===== config.mk =====
export PLATFORM = sky130hd
export DESIGN_NAME = halflife_ctrl_flat
export DESIGN_NICKNAME = d
export VERILOG_FILES = /design/src/rtl/halflife_if.sv /design/src/rtl/halflife_ctrl.sv /design/src/flat_wrapper.sv
export SDC_FILE = /design/constraint.sdc
export NUM_CORES = 1
export LEC_CHECK = 0
export ABC_AREA = 1
export CAP_MARGIN = 20
export CORE_AREA = 4 4 56 58
export DETAILED_ROUTE_END_ITERATION = 7
export DIE_AREA = 0 0 60 62
export PLACE_DENSITY_LB_ADDON = 0.2
export SYNTH_ARGS = -nofsm -noshare
export SYNTH_HDL_FRONTEND = slang
export SYNTH_SLANG_ARGS = --single-unit

===== constraint.sdc =====
create_clock -name clk -period 1.2 [get_ports clk]
set_input_delay 0.18 -clock clk [delete_from_list [all_inputs] [get_ports clk]]
set_output_delay 0.18 -clock clk [all_outputs]
set_load 0.005 [all_outputs]

===== src/rtl/halflife_if.sv =====
// Bus between the half-life sequencer, the user controls and the load/up/down counter.
// HALFLIFE_PAUSE_EN adds the pause control.
interface halflife_if #(
  parameter int N = 4
);
  logic         start;
  logic         abort;
  logic [N-1:0] init_val;
  logic [N-1:0] cnt_q;
`ifdef HALFLIFE_PAUSE_EN
  logic         pause;
`endif
  logic         cnt_load;
  logic         cnt_up;
  logic         cnt_down;
  logic [N-1:0] cnt_in;
  logic [N-1:0] period;
  logic [N-1:0] halvings;
  logic         busy;
  logic         done;

  modport master (
`ifdef HALFLIFE_PAUSE_EN
    input  pause,
`endif
    input  start, abort, init_val, cnt_q,
    output cnt_load, cnt_up, cnt_down, cnt_in, period, halvings, busy, done
  );

  modport slave (
`ifdef HALFLIFE_PAUSE_EN
    output pause,
`endif
    output start, abort, init_val, cnt_q,
    input  cnt_load, cnt_up, cnt_down, cnt_in, period, halvings, busy, done
  );
endinterface


===== src/rtl/halflife_ctrl.sv =====
// Half-life timer sequencer: load period, count it down at the prescaled rate, halve, repeat.
// Optional feature macro: HALFLIFE_PAUSE_EN (adds a pause that freezes counting).
module halflife_ctrl #(
  parameter int N        = 4,
  parameter int TICK_DIV = 8
) (
  input  logic      clk,
  input  logic      rst,
  halflife_if.master bus
);
  localparam int PW = (TICK_DIV > 1) ? $clog2(TICK_DIV) : 1;
  localparam logic [PW-1:0] PRESC_MAX = PW'(TICK_DIV - 1);

  typedef enum logic [2:0] {
    IDLE  = 3'd0,
    LOAD  = 3'd1,
    COUNT = 3'd2,
    HALVE = 3'd3,
    DONE  = 3'd4
  } state_t;

  state_t        state_q, state_d;
  logic [PW-1:0] presc_q, presc_d;
  logic [N-1:0]  period_q, period_d;
  logic [N-1:0]  halvings_q, halvings_d;
  logic [N-1:0]  cnt_in_q, cnt_in_d;
  logic          cnt_load_q, cnt_load_d;
  logic          cnt_down_q, cnt_down_d;
  logic          busy_q, busy_d;
  logic          done_q, done_d;
  logic          abort_hit;
  logic          advance;
  logic          pause_in;

`ifdef HALFLIFE_PAUSE_EN
  assign pause_in = bus.pause;
`else
  assign pause_in = 1'b0;
`endif

  always_comb begin
    state_d    = state_q;
    presc_d    = presc_q;
    period_d   = period_q;
    halvings_d = halvings_q;
    abort_hit  = 1'b0;
    advance    = 1'b0;

    case (state_q)
      IDLE: begin
        if (bus.start) begin
          halvings_d = '0;
          if (bus.init_val != '0) begin
            period_d = bus.init_val;
            state_d  = LOAD;
          end else begin
            period_d = '0;
            state_d  = DONE;
          end
        end else begin
          state_d = IDLE;
        end
      end
      LOAD: begin
        presc_d = '0;
        state_d = COUNT;
      end
      COUNT: begin
        if (pause_in) begin
          state_d = COUNT;
        end else if (bus.cnt_q == '0) begin
          state_d = HALVE;
        end else begin
          advance = 1'b1;
          presc_d = (presc_q == PRESC_MAX) ? '0 : presc_q + PW'(1);
        end
      end
      HALVE: begin
        period_d = period_q >> 1;
        if (halvings_q != {N{1'b1}}) begin
          halvings_d = halvings_q + N'(1);
        end else begin
          halvings_d = halvings_q;
        end
        state_d = ((period_q >> 1) == '0) ? DONE : LOAD;
      end
      DONE: begin
        state_d = IDLE;
      end
      default: begin
        state_d = IDLE;
      end
    endcase

    // Abort overrides every transition and freezes the run's bookkeeping.
    if (state_q != IDLE && bus.abort) begin
      abort_hit  = 1'b1;
      advance    = 1'b0;
      state_d    = IDLE;
      presc_d    = presc_q;
      period_d   = period_q;
      halvings_d = halvings_q;
    end else begin
      abort_hit  = 1'b0;
    end

    // Outputs are registered copies of the decode of the next state, so they line up with it.
    // cnt_q is stable one cycle ahead of a tick because ticks are never back to back.
    cnt_load_d = abort_hit || (state_d == LOAD);
    cnt_in_d   = (state_d == LOAD) ? period_d : '0;
    cnt_down_d = advance && (presc_d == PRESC_MAX) && (bus.cnt_q != '0);
    busy_d     = (state_d == LOAD) || (state_d == COUNT) || (state_d == HALVE);
    done_d     = (state_d == DONE);
  end

  always_ff @(posedge clk) begin
    if (rst) begin
      state_q    <= IDLE;
      presc_q    <= '0;
      period_q   <= '0;
      halvings_q <= '0;
      cnt_in_q   <= '0;
      cnt_load_q <= 1'b0;
      cnt_down_q <= 1'b0;
      busy_q     <= 1'b0;
      done_q     <= 1'b0;
    end else begin
      state_q    <= state_d;
      presc_q    <= presc_d;
      period_q   <= period_d;
      halvings_q <= halvings_d;
      cnt_in_q   <= cnt_in_d;
      cnt_load_q <= cnt_load_d;
      cnt_down_q <= cnt_down_d;
      busy_q     <= busy_d;
      done_q     <= done_d;
    end
  end

  assign bus.cnt_load = cnt_load_q;
  assign bus.cnt_up   = 1'b0;
  assign bus.cnt_down = cnt_down_q;
  assign bus.cnt_in   = cnt_in_q;
  assign bus.period   = period_q;
  assign bus.halvings = halvings_q;
  assign bus.busy     = busy_q;
  assign bus.done     = done_q;
endmodule


===== src/flat_wrapper.sv =====
// flat-port wrapper written by rule: the top's interface ports become plain ports
module halflife_ctrl_flat 
#(
  parameter int N        = 4,
  parameter int TICK_DIV = 8
)
  (clk, rst, bus_start, bus_abort, bus_init_val, bus_cnt_q, bus_cnt_load, bus_cnt_up, bus_cnt_down, bus_cnt_in, bus_period, bus_halvings, bus_busy, bus_done);
  halflife_if #(.N(N)) bus_i ();
  input  logic clk;
  input  logic rst;
  input wire logic [$bits(bus_i.start)-1:0] bus_start;
  input wire logic [$bits(bus_i.abort)-1:0] bus_abort;
  input wire logic [$bits(bus_i.init_val)-1:0] bus_init_val;
  input wire logic [$bits(bus_i.cnt_q)-1:0] bus_cnt_q;
  output wire logic [$bits(bus_i.cnt_load)-1:0] bus_cnt_load;
  output wire logic [$bits(bus_i.cnt_up)-1:0] bus_cnt_up;
  output wire logic [$bits(bus_i.cnt_down)-1:0] bus_cnt_down;
  output wire logic [$bits(bus_i.cnt_in)-1:0] bus_cnt_in;
  output wire logic [$bits(bus_i.period)-1:0] bus_period;
  output wire logic [$bits(bus_i.halvings)-1:0] bus_halvings;
  output wire logic [$bits(bus_i.busy)-1:0] bus_busy;
  output wire logic [$bits(bus_i.done)-1:0] bus_done;
  assign bus_i.start = bus_start;
  assign bus_i.abort = bus_abort;
  assign bus_i.init_val = bus_init_val;
  assign bus_i.cnt_q = bus_cnt_q;
  assign bus_cnt_load = bus_i.cnt_load;
  assign bus_cnt_up = bus_i.cnt_up;
  assign bus_cnt_down = bus_i.cnt_down;
  assign bus_cnt_in = bus_i.cnt_in;
  assign bus_period = bus_i.period;
  assign bus_halvings = bus_i.halvings;
  assign bus_busy = bus_i.busy;
  assign bus_done = bus_i.done;
  halflife_ctrl #(.N(N), .TICK_DIV(TICK_DIV)) u_core (.clk(clk), .rst(rst), .bus(bus_i));
endmodule

## After elaboration in Yosys (flattened, before gate mapping)

Index checks and enable logic that the tools add are counted.

- Add/subtract/negate cells: 2
- Equal/unequal tests: 12
- Muxes and demuxes: 21
- Bitwise gates (word level): 2
- Reduce and logical (&&, ||, !) cells: 15

Operators with widths:

| kind | number |
|---|---|
| 3-bit two-way mux | 8 |
| 4-bit two-way mux | 5 |
| 4-bit one-hot mux with 2 select lines | 2 |
| 3-bit by 2-bit equality test with 1-bit output, second input constant | 4 |
| 3-bit one-hot mux with 4 select lines | 1 |
| 3-bit equality test, second input constant | 3 |
| 4-bit logical NOT | 2 |
| 4-bit nonzero test | 2 |
| 3-bit by 1-bit equality test with 1-bit output, second input constant | 2 |
| 3-bit one-hot mux with 2 select lines | 1 |
| 4-bit by 1-bit adder with 4-bit output, second input constant | 1 |
| 1-bit two-way mux | 4 |
| 4-bit != test, second input constant | 1 |
| 4-bit AND reduction | 1 |
| 3-bit by 1-bit adder with 3-bit output, second input constant | 1 |
| 1-bit logical AND | 3 |
| 3-bit logical NOT | 1 |
| 1-bit logical OR | 3 |
| 3-bit nonzero test | 1 |
| 2-bit by 1-bit != test with 1-bit output, second input constant | 1 |
| 2-bit != test, second input constant | 1 |
| 1-bit NOT | 2 |
| 2-bit nonzero test | 1 |
| 2-bit OR reduction | 1 |

- Bits in registers: 22
- Input bits: 12
- Output and inout port bits: 17
- Logic and storage cells: 61

## Depth between registers and ports, before layout

- Depth in word-level cells: 8
- Depth in mapped cells: 10

## Worst setup path before layout

No wires, ideal clock.

- Kind: reg-to-reg
- From: reg u_core.presc_q[0]
- To: reg u_core.cnt_down_q (netlist: u_core.bus.cnt_down)
- Setup time: 0.111 ns
- Arrival: 1.123 ns
- Data required time: 1.089 ns
- Path slack: -0.034 ns
- Stages on the path, launching flop included: 11
- Buffers on the path: 0
- Period minus slack after synthesis: 1.234 ns
- Path through: dfxtp_1 -> ha_1 -> ha_1 -> inv_1 -> nand2_1 -> nand2_1 -> nand2_1 -> nand2_1 -> nor2_4 -> nand2_1 -> nor2_1

- Word-level cells in the longest chain between the ends: 8
- Elaborated cells between the ends (all ways): 9
- Classes of those cells: add/sub: 1; eq/ne: 2; mux: 4; reduce/logical: 2

Ends and longest elaborated chain:

| what | line | RTL |
|---|---|---|
| from (decl) | halflife_ctrl.sv:23 | `logic [PW-1:0] presc_q, presc_d;` |
| from (signal assigned) | halflife_ctrl.sv:129 | `presc_q <= presc_d;` |
| 3-bit by 1-bit adder with 3-bit output or 3-bit equality test (tied branches) | halflife_ctrl.sv:75 | `presc_d = (presc_q == PRESC_MAX) ? '0 : presc_q + PW'(1);` |
| 3-bit two-way mux | halflife_ctrl.sv:75 |  |
| 3-bit two-way mux | halflife_ctrl.sv:71 | `end else if (bus.cnt_q == '0) begin` |
| 3-bit one-hot mux with 2 select lines | halflife_ctrl.sv:49 | `case (state_q)` |
| 3-bit two-way mux * | halflife_ctrl.sv:96 | `if (state_q != IDLE && bus.abort) begin` |
| 3-bit equality test * | halflife_ctrl.sv:111 | `cnt_down_d = advance && (presc_d == PRESC_MAX) && (bus.cnt_q != '0);` |
| 1-bit logical AND * (2 in series) | halflife_ctrl.sv:111 |  |
| to (signal assigned) | halflife_ctrl.sv:134 | `cnt_down_q <= cnt_down_d;` |
| to (decl) | halflife_ctrl.sv:28 | `logic cnt_down_q, cnt_down_d;` |

Every way passes the cells marked *; elsewhere a longest branch is shown, timed or not.
A chain may end at the register's enable or synchronous reset.

## Final worst setup path

- From: reg u_core.state_q[1]
- To: reg u_core.cnt_load_q (netlist: u_core.bus.cnt_load)

- Word-level cells in the longest chain between the ends: 5
- Elaborated cells between the ends (all ways): 12
- Classes of those cells: eq/ne: 4; mux: 4; reduce/logical: 4

Ends and longest elaborated chain:

| what | line | RTL |
|---|---|---|
| from (decl) | halflife_ctrl.sv:22 | `state_t state_q, state_d;` |
| from (signal assigned) | halflife_ctrl.sv:128 | `state_q <= state_d;` |
| 3-bit by 2-bit equality test with 1-bit output, or another cell as far along | halflife_ctrl.sv:49 |  |
| 3-bit one-hot mux with 4 select lines or 1-bit logical AND (tied branches) | halflife_ctrl.sv:49, halflife_ctrl.sv:96 |  |
| 3-bit two-way mux | halflife_ctrl.sv:96 |  |
| 3-bit by 1-bit equality test with 1-bit output | halflife_ctrl.sv:109 | `cnt_load_d = abort_hit \|\| (state_d == LOAD);` |
| 1-bit logical OR * | halflife_ctrl.sv:109 |  |
| to (signal assigned) | halflife_ctrl.sv:133 | `cnt_load_q <= cnt_load_d;` |
| to (decl) | halflife_ctrl.sv:27 | `logic cnt_load_q, cnt_load_d;` |

Marks and branches as above.

==> out/summary.log <==
[pwr] fraction of power consumed by combinational cells 0.335
[die] starting density of the core 0.410
[die] die width 60 µm
[yosys] share of synthesized area occupied by flip-flops and latches 0.403
[die] I/O pin count 29
[min_path] worst hold path class input pin to register
[placed_design] global placement routability congestion 0.856
[job] number of maximum-capacitance violations 0
[clock_tree] Clock Root Buffer sky130_fd_sc_hd__clkbuf_4
[yosys] Mapped Nets 174
[pwr] maximum vdd drop 0.948 mV
[sta] post-route worst setup slack -0.159 ns
[critical_path] crit path max-delay cell type sky130_fd_sc_hd__dfxtp_4
[pwr] clock network fraction of design power 0.273
[clock_tree] number of buffers created by CTS 3
[sta] unrepaired setup endpoints after global routing yes
[drt] post-detailed-routing wire length 3120 µm
[pwr] power share of the sequential group 0.391
[yosys] number of register bits inferred by synthesis 22
[yosys] top post-synthesis cells by area sky130_fd_sc_hd__dfxtp_1 40%, sky130_fd_sc_hd__nand2_1 16%, sky130_fd_sc_hd__nor2_1 10%, sky130_fd_sc_hd__inv_1 5.8%, sky130_fd_sc_hd__o21ai_0 4.1%
[status] status finished with violations
[sta] time the worst path needs with I/O delays and setup 1.36 ns
[die] number of standard-cell rows in the floorplan 19
[clock_tree] buffer depth of the longest clock path 2
[global_routing] Overflow after GRT 0
[sta] Final TNS setup -1.78 ns
[layout] nets 237
[drt] Routed wire per std cell 12.4 µm
[drt] Pre-antenna DRT Iters 4
[sta] maximum operating frequency 0.736 GHz
[critical_path] biggest cell delay along the critical path 0.39 ns
[die] area of the die 0.00372 mm²
[critical_path] Worst Reg-to-Reg Cells 7
[critical_path] Crit Path Class register to register
[global_routing] antenna violations before repair 0
[clock_tree] TritonCTS Sinks 22
[layout] most frequent standard cell in the layout excluding fill and tap cells sky130_fd_sc_hd__nand2_1
[sta] setup clock skew after layout 0.00421 ns
[critical_path] cells along the critical path buf_4 -> nand3_2 -> inv_1 -> nand2_1 -> nand3_2 -> nand4_1 -> o21ai_1
[sta] number of pins with negative max-slew slack in the final report 0
[yosys] synth unique cells 24
[drt] iteration-0 DRC count of the detailed router 38
[pwr] total power 2.13 mW
[sta] fraction of the cycle the final worst path needs 1.13
[sta] Setup Viol. Count Final 18
[global_routing] maximum number of pins on one net before global-route repair 16
[pwr] fraction of power spent switching nets 0.304
[yosys] cells after synthesis 159
[critical_path] setup slack of the most critical reg-to-reg path -0.16 ns
[layout] area growth from synthesis to layout 69.8%
[pwr] switching power summed over all nets 0.647 mW
[clock_tree] TritonCTS clock tree built
[pwr] leakage 0.906 nW
[critical_path] Data arrival, critical path 1.60 ns
[drt] Via-to-Cell Ratio 4.83
[die] area of the core 0.00266 mm²
[die] vertical die dimension 62 µm
[yosys] largest area contributor in the synthesized netlist sky130_fd_sc_hd__dfxtp_1
[pwr] cell-internal power 1.48 mW
[global_routing] total track usage 0.166
[layout] commonest cells after routing, fill and taps aside 34 x sky130_fd_sc_hd__nand2_1, 29 x sky130_fd_sc_hd__buf_4, 26 x sky130_fd_sc_hd__nor2_1
[critical_path] Max FO, Critical Path 5
[layout] number of non-filler instances in the completed layout 252
[critical_path] type of destination of the critical path register
[yosys] number of warnings reported in the yosys synthesis log 0
[placed_design] half-perimeter wire length of the detailed placement result 2120 µm
[placed_design] dpl cells 235
[sta] Hold Violations, Final 0
[yosys] Synth top area share 0.403
[layout] antenna fix cells 0
[critical_path] data required time at the worst endpoint 1.45 ns
[global_routing] via count of the first global-routing pass 1065
[clock_tree] later-pin clock latency in the skew report 0.32 ns
[clock_tree] number of H-tree levels 1
[drt] Post-DRT Antenna Nets 0
[pwr] Pwr per Cell Area 1150 mW/mm²
[layout] fraction of final layout cells sized beyond drive strength 1 0.439
[global_routing] first-pass GRT wire length 4600 µm
[drt] total number of vias 1216
[clock_tree] CTS clk-pin slew, worst paths 0.13 ns
[yosys] Syn Area/Cell 6.87 µm²
[min_path] number of cells traversed by the worst hold path 4
[yosys] mapped cell area 0.00109 mm²
[placed_design] number of port buffers 27
[critical_path] startpoint types register
[drt] number of design rule violations left after detail routing 0
[status] violated checks setup timing
[critical_path] Top cell by count, worst path sky130_fd_sc_hd__nand3_2
==> state kept, by name, summed over array words and instances, names as in the netlist <==
name                 count
u_core.bus.busy          1
u_core.bus.period        4
u_core.presc_q           3
u_core.bus.done          1
u_core.state_q           3
u_core.bus.halvings      4
u_core.bus.cnt_load      1
u_core.bus.cnt_in        4
u_core.bus.cnt_down      1
==> path summary, 6_finish.rpt <==
check                                 to                 start
setup / recovery     u_core.bus.cnt_load     u_core.state_q[1]
hold / removal    u_core.bus.halvings[1]                   rst
setup reg to reg     u_core.bus.cnt_load     u_core.state_q[1]
hold reg to reg     u_core.bus.period[0]  u_core.bus.period[0]
==> through the flow <==
stage / hold WS [ns] / setup slack (ns) / instance area [µm²] / utilization
2_1_floorplan: 0.249 / -0.00429 / 1100 / -
3_3_place_gp: 0.500 / -0.301 / 1540 / 0.579
3_5_place_dp: 0.524 / -0.278 / 1540 / 0.579
4_1_cts: 0.555 / -0.113 / 1730 / 0.650
5_1_grt: 0.561 / -0.259 / 1850 / 0.696
6_report: 0.563 / -0.159 / 1850 / 0.696
==> cell type report <==
class,instances,area [µm²]
Multi-Input combinational cell,114,703
Sequential cell,22,465
Clock buffer,3,22.5
Inverter,20,77.6
Timing Repair Buffer,61,517
Fill cell,213,808
Clock inverter,1,30.0
Tap cell,31,38.8
==> power groups by stage <==
stage / sequential (mW) / combinational (mW) / clock, mW
finish: 0.832 / 0.713 / 0.580
detailed placement: 0.836 / 0.561 / 0
global placement: 0.834 / 0.552 / 0
CTS: 0.823 / 0.617 / 0.585
floorplan: 0.836 / 0.305 / 0
global route: 0.840 / 0.784 / 0.621
==> cell usage after synthesis (all sizes together) <==
master  count
nor2       32
nand4       1
nor3        2
conb        1
o21ai       9
and2        1
dfxtp      22
nand3       8
ha          3
clkbuf      1
xor2        1
buf         2
xnor2       1
a21oi       4
inv        20
nand2      51
==> timing repair <==
item / CTS / global route
hold buffers: 0 / 0
setup endpoints to repair: 33 / 22
pin swaps: 13 / 9
resized for setup: 55 / 27
hold endpoints to repair: 0 / 0
buffers inserted: 9 / 5
==> worst max-delay path, delay by kind of cell (launching register included) <==
kind / cells / cell delay (ns)
buf+inv: 2 / 0.22
compound gates: 1 / 0.18
flops: 1 / 0.39
simple gates: 4 / 0.50
==> layer usage <==
layer | global-route usage | vias up | part of all wire
li1 | - | 611 | -
met1 | 0.208 | 572 | 0.40
met2 | 0.287 | 27 | 0.53
met3 | 0.0351 | 6 | 0.047
met4 | 0.0475 | 0 | 0.016
met5 | 0 | - | 0
==> kinds of logic after synthesis <==
family,Yosys count,share of synthesized area
and+or+nand+nor,95,0.391
buffers and inverters,23,0.0928
DFF,22,0.403
AOI/OAI and AO/OA,13,0.0596
adders and majority gates,3,0.0344
xor gates and xnor gates,2,0.0160
other,1,0.00343
Power figures use the tool's default switching activity.
